`config.mk`:
```
export PLATFORM = sky130hd
export DESIGN_NAME = pipeline_stall_ctrl
export DESIGN_NICKNAME = d
export VERILOG_FILES = /design/src/rtl/riscv_pipe_pkg.sv /design/src/rtl/hazard_cmp.sv /design/src/rtl/pipeline_stall_ctrl.sv
export SDC_FILE = /design/constraint.sdc
export NUM_CORES = 1
export LEC_CHECK = 0
export BUFFER_PORTS_ARGS = -buffer_cell sky130_fd_sc_hd__buf_2
export CORE_ASPECT_RATIO = 1.2
export CORE_UTILIZATION = 45
export CTS_CLUSTER_SIZE = 28
export DETAILED_ROUTE_END_ITERATION = 10
export PLACE_DENSITY = 0.77
export SLEW_MARGIN = 20
export SYNTH_ARGS = -nofsm -noshare
export SYNTH_HDL_FRONTEND = slang
export SYNTH_SLANG_ARGS = --single-unit
```
`constraint.sdc`:
```
create_clock -name clk -period 2.2 [get_ports clk]
set_input_delay 0.11 -clock clk [delete_from_list [all_inputs] [get_ports clk]]
set_output_delay 0.11 -clock clk [all_outputs]
set_load 0.05 [all_outputs]
```
`src/rtl/riscv_pipe_pkg.sv`:
```
// Shared definitions for the pipeline stall/flush sequencer: state encoding, register
// address widths and the saturating counter helper.
package riscv_pipe_pkg;

  localparam int unsigned REG_ADDR_W = 5;
  localparam logic [REG_ADDR_W-1:0] REG_X0 = 5'd0;

  localparam logic [1:0] ST_RUN     = 2'd0;
  localparam logic [1:0] ST_MC_WAIT = 2'd1;
  localparam logic [1:0] ST_FLUSH   = 2'd2;

  typedef enum logic [1:0] {
    StRun    = ST_RUN,
    StMcWait = ST_MC_WAIT,
    StFlush  = ST_FLUSH
  } stall_state_e;

  localparam int unsigned CNT_W = 8;

  function automatic logic [CNT_W-1:0] sat_inc(input logic [CNT_W-1:0] v);
    return (v == {CNT_W{1'b1}}) ? v : v + CNT_W'(1);
  endfunction

endpackage

```
`src/rtl/hazard_cmp.sv`:
```
// Load-use hazard comparator: flags an ID instruction that reads the register a load in EX
// is about to write. x0 is never a hazard.
module hazard_cmp
  import riscv_pipe_pkg::*;
(
  input  logic [REG_ADDR_W-1:0] id_rs1_i,
  input  logic [REG_ADDR_W-1:0] id_rs2_i,
  input  logic                  id_use_rs2_i,
  input  logic [REG_ADDR_W-1:0] ex_rd_i,
  input  logic                  ex_mem_read_i,
  output logic                  load_use_o
);

  always_comb begin
    load_use_o = ex_mem_read_i && (ex_rd_i != REG_X0) &&
                 ((ex_rd_i == id_rs1_i) || (id_use_rs2_i && (ex_rd_i == id_rs2_i)));
  end

endmodule

```
`src/rtl/pipeline_stall_ctrl.sv`:
```
// Central stall/flush sequencer: prioritises branch flushes, multi-cycle EX waits and
// load-use stalls into PC / IF-ID / ID-EX strobes. STALL_PERF_CNT_EN adds perf counters.
module pipeline_stall_ctrl
  import riscv_pipe_pkg::*;
#(
  parameter int unsigned FLUSH_CYC  = 1,
  parameter int unsigned MC_MAX_CYC = 34
) (
  input  logic                  clk,
  input  logic                  rst_n,
  input  logic [REG_ADDR_W-1:0] id_rs1,
  input  logic [REG_ADDR_W-1:0] id_rs2,
  input  logic                  id_use_rs2,
  input  logic [REG_ADDR_W-1:0] ex_rd,
  input  logic                  ex_mem_read,
  input  logic                  ex_branch_taken,
  input  logic                  mc_start,
  input  logic                  mc_done,
  output logic                  pc_write,
  output logic                  if_id_write,
  output logic                  if_id_flush,
  output logic                  id_ex_bubble,
  output logic                  ex_hold,
  output logic                  mc_timeout,
  output logic [1:0]            state_o
`ifdef STALL_PERF_CNT_EN
  ,
  output logic [31:0]           stall_cycles,
  output logic [31:0]           flush_cycles
`endif
);

  localparam logic [CNT_W-1:0] FlushLoad = CNT_W'(FLUSH_CYC - 1);
  localparam logic [CNT_W-1:0] McLast    = CNT_W'(MC_MAX_CYC - 1);

  stall_state_e     state_q, state_d;
  logic [CNT_W-1:0] cnt_q, cnt_d;
  logic             timeout_q, timeout_d;
  logic             load_use;

  hazard_cmp u_hazard_cmp (
    .id_rs1_i      (id_rs1),
    .id_rs2_i      (id_rs2),
    .id_use_rs2_i  (id_use_rs2),
    .ex_rd_i       (ex_rd),
    .ex_mem_read_i (ex_mem_read),
    .load_use_o    (load_use)
  );

  always_comb begin
    state_d      = state_q;
    cnt_d        = cnt_q;
    timeout_d    = timeout_q;
    pc_write     = 1'b1;
    if_id_write  = 1'b1;
    if_id_flush  = 1'b0;
    id_ex_bubble = 1'b0;
    ex_hold      = 1'b0;
    case (state_q)
      StRun: begin
        if (ex_branch_taken) begin
          if_id_flush  = 1'b1;
          id_ex_bubble = 1'b1;
          state_d      = StFlush;
          cnt_d        = FlushLoad;
        end else if (mc_start) begin
          state_d = StMcWait;
          cnt_d   = '0;
        end else if (load_use) begin
          pc_write     = 1'b0;
          if_id_write  = 1'b0;
          id_ex_bubble = 1'b1;
        end
      end
      StMcWait: begin
        // A completing op releases the pipeline in the same cycle.
        if (mc_done) begin
          state_d = StRun;
          cnt_d   = '0;
        end else begin
          pc_write    = 1'b0;
          if_id_write = 1'b0;
          ex_hold     = 1'b1;
          if (cnt_q >= McLast) begin
            timeout_d = 1'b1;
            state_d   = StRun;
            cnt_d     = '0;
          end else begin
            cnt_d = sat_inc(cnt_q);
          end
        end
      end
      StFlush: begin
        if_id_flush  = 1'b1;
        id_ex_bubble = 1'b1;
        if (ex_branch_taken) begin
          cnt_d = FlushLoad;
        end else if (cnt_q == '0) begin
          state_d = StRun;
        end else begin
          cnt_d = cnt_q - CNT_W'(1);
        end
      end
      default: begin
        state_d = StRun;
        cnt_d   = '0;
      end
    endcase
  end

  always_ff @(posedge clk or negedge rst_n) begin
    if (!rst_n) begin
      state_q   <= StRun;
      cnt_q     <= '0;
      timeout_q <= 1'b0;
    end else begin
      state_q   <= state_d;
      cnt_q     <= cnt_d;
      timeout_q <= timeout_d;
    end
  end

  assign mc_timeout = timeout_q;
  assign state_o    = state_q;

`ifdef STALL_PERF_CNT_EN
  logic [31:0] stall_cnt_q, stall_cnt_d;
  logic [31:0] flush_cnt_q, flush_cnt_d;

  always_comb begin
    stall_cnt_d = stall_cnt_q;
    flush_cnt_d = flush_cnt_q;
    if (!pc_write && (stall_cnt_q != 32'hFFFF_FFFF)) stall_cnt_d = stall_cnt_q + 32'd1;
    if (if_id_flush && (flush_cnt_q != 32'hFFFF_FFFF)) flush_cnt_d = flush_cnt_q + 32'd1;
  end

  always_ff @(posedge clk or negedge rst_n) begin
    if (!rst_n) begin
      stall_cnt_q <= '0;
      flush_cnt_q <= '0;
    end else begin
      stall_cnt_q <= stall_cnt_d;
      flush_cnt_q <= flush_cnt_d;
    end
  end

  assign stall_cycles = stall_cnt_q;
  assign flush_cycles = flush_cnt_q;
`endif

endmodule

```
==> reports/metrics.yaml <==
fillCellCount: 195
vias_per_cell: 5.72
cts_tree: "yes"
cts.sinks: 11
status: "finished clean"
clock_latency_ns: 0.28
cp_data_arrival_time_ns: 1.91
rsz0062_at_grt: "false"
hold_slack_ns: 0.184
layout_common_cells: "buf_2, xnor2_1, dfrtp_1, inv_1"
hold_viol_final: 0
syn_nets: 148
die_w_um: 46.1
finalCoreUtilization: 0.593
dr.pass1.iters: 5
vias: 1029
post_cts_buffers: 0
slew_violations: 0
setup_ws_ns: 0.184
avgSynthCellArea_um2: 8.82
drv_cap: 0
min_period_ns: 2.02
grt_pass1_vias: 932
slew_headroom: 0.710
grt_max_degree: 12
clk_pin_slew_ns: 0.07
critPathMaxFanout: 10
fin_crit_sh: 0.916
clk_path_buf_depth: 2
core_um2: 2140
power_density_nw_per_um2: 1280
power_leakage_nw: 0.556
die_h_um: 54.9
dp.cells: 175
track_usage: 0.214
critPathSlowestCell: "dfrtp_1"
setup-tns-final_ns: 0
io_pins: 30
reg2reg_from: "cnt_q[1]"
path_class: "reg -> out"
route.detailed.drc: 0
cts-root-buf: "clkbuf_4"
ys_ff_latch: 11
synth_edf_count: 0
yosysSeqAreaShare: 0.262
drt_iter0_drc: 12
hp-class: "in -> reg"
postRouteAntennaNets: 0
syn-cell-area_um2: 1050
cp.required_ns: 2.09
yosys_warnings: 0
cp_cell_sequence: "inv_1 -> ha_1 -> nand2b_1 -> clkinv_2 -> a32oi_4 -> buf_2"
initial_core_util: 0.491
startpoint_type: "flop"
end_kind: "output port"
synthArstFlopShare: 1.00
clock_skew_ns: 0.00177
crit_start: "state_o[1]"
die_area_um2: 2530
ir_drop_mv: 0.698
final_common_cell: "buf_2"
antenna_cells: 0
ys_types: 41
grt_overflow_total: 0
synth_cells: 119
htree_levels: 1
routedWlPerCell_um: 13.9
final_layout_size_suffix_gt1_frac: 0.300
gp_congestion: 0.868
setup_viol_count_final: 0
cts_buffers: 3
nets: 180
routed_wirelength_um: 2510
num_rows: 18
worstMarginPinSlew_ns: 0.434
place_ws_ns: 0.420
dp_hpwl_um: 2020
holdCritStartpoint: "ex_branch_taken"
fin_cells: 180
synthFlopType: "dfrtp_1"
grt_pass1_wl_um: 3860
antenna_found_initial: 0
syn2layout_area_growth_pct: 20.9
port_buffers: 29
clock.fmax_ghz: 0.496
slowest_delay_ns: 0.39
[metrics by stage]
stage               cell area (um^2)  power, W
global placement                1230   0.00144
CTS                             1270   0.00162
finish                          1270   0.00162
detailed placement              1230   0.00147
global route                    1270   0.00173
floorplan                       1070   0.00125
[logic make-up (layout without fill, tap and decap cells)]
group	after synthesis	in the layout	share of synthesized area
xor gates and xnor gates	15	15	0.125
buffers and inverters	16	47	0.0763
DFF	11	11	0.262
and+or+nand+nor	32	32	0.172
adders and majority gates	7	7	0.0834
AOI/OAI and AO/OA	38	38	0.281
[layer usage]
layer  wire [um]  part of all wire  vias to the layer above  GRT usage
met3         116             0.046                        8     0.0584
met2        1240              0.50                       37      0.366
met1        1100              0.44                      480      0.240
met4          50             0.020                        0      0.108
met5           0                 0                        -          0
li1            -                 -                      504          -
[layout make-up]
class,count,area (um^2),area share
timing repair buffer,32,170,0.134
sequential,11,275,0.217
inverter,11,42.5,0.0335
multi-input combinational,92,717,0.565
tap,30,37.5,0.0296
clock buffer,4,26.3,0.0207
[cell usage after synthesis, types with 2 or more instances]
cell type	count	area [um^2]
inv_1	10	37.5
nor3b_1	3	22.5
xor2_1	4	35.0
nor2_1	3	11.3
nand2b_1	2	12.5
a31oi_1	4	25.0
nand2_1	7	26.3
buf_6	2	22.5
a31o_2	3	26.3
ha_1	7	87.6
a41o_1	2	20.0
nor3_2	2	20.0
o21ai_0	8	40.0
xnor2_1	11	96.3
o22ai_1	4	25.0
a21oi_1	3	15.0
dfrtp_1	11	275
nand3_1	6	30.0
a32oi_1	3	26.3
nor3_1	3	15.0
[registers in the layout, summed over array words and instances, names as in the netlist]
register	flops
mc_timeout	1
cnt_q	8
state_o	2
[final timing paths]
| check | end | slack [ns] | depth (start not counted) |
|---|---|---|---|
| worst min-delay path | state_o[1] | 0.18 | 2 |
| worst max-delay path | if_id_write | 0.18 | 6 |
| min in group asynchronous | cnt_q[0] | 0.23 | 2 |
| max in group asynchronous | cnt_q[7] | 1.77 | 2 |
| worst min register to register | mc_timeout | 0.46 | 1 |
| worst max register to register | state_o[1] | 0.42 | 6 |
[timing repair]
item / CTS / global route
hold endpoints to repair: 11 / 0
gates resized for setup: 0 / 0
hold buffers: 1 / 0
setup endpoints to repair: 0 / 0
[where the power goes]
group	switching (W)	internal [W]	total (W)
clock	0.0000705	0.0000705	0.000141
combinational	0.000735	0.000396	0.00113
sequential	0.0000855	0.000264	0.000350
[critical path, delay by kind of cell, from the launching register on]
kind,cells,cell delay [ns]
fa+ha+maj,1,0.19
buf+inv,3,0.60
flops,1,0.39
compound gates,1,0.24
simple gates,1,0.20
No activity file was read; power rests on OpenSTA's default activity.
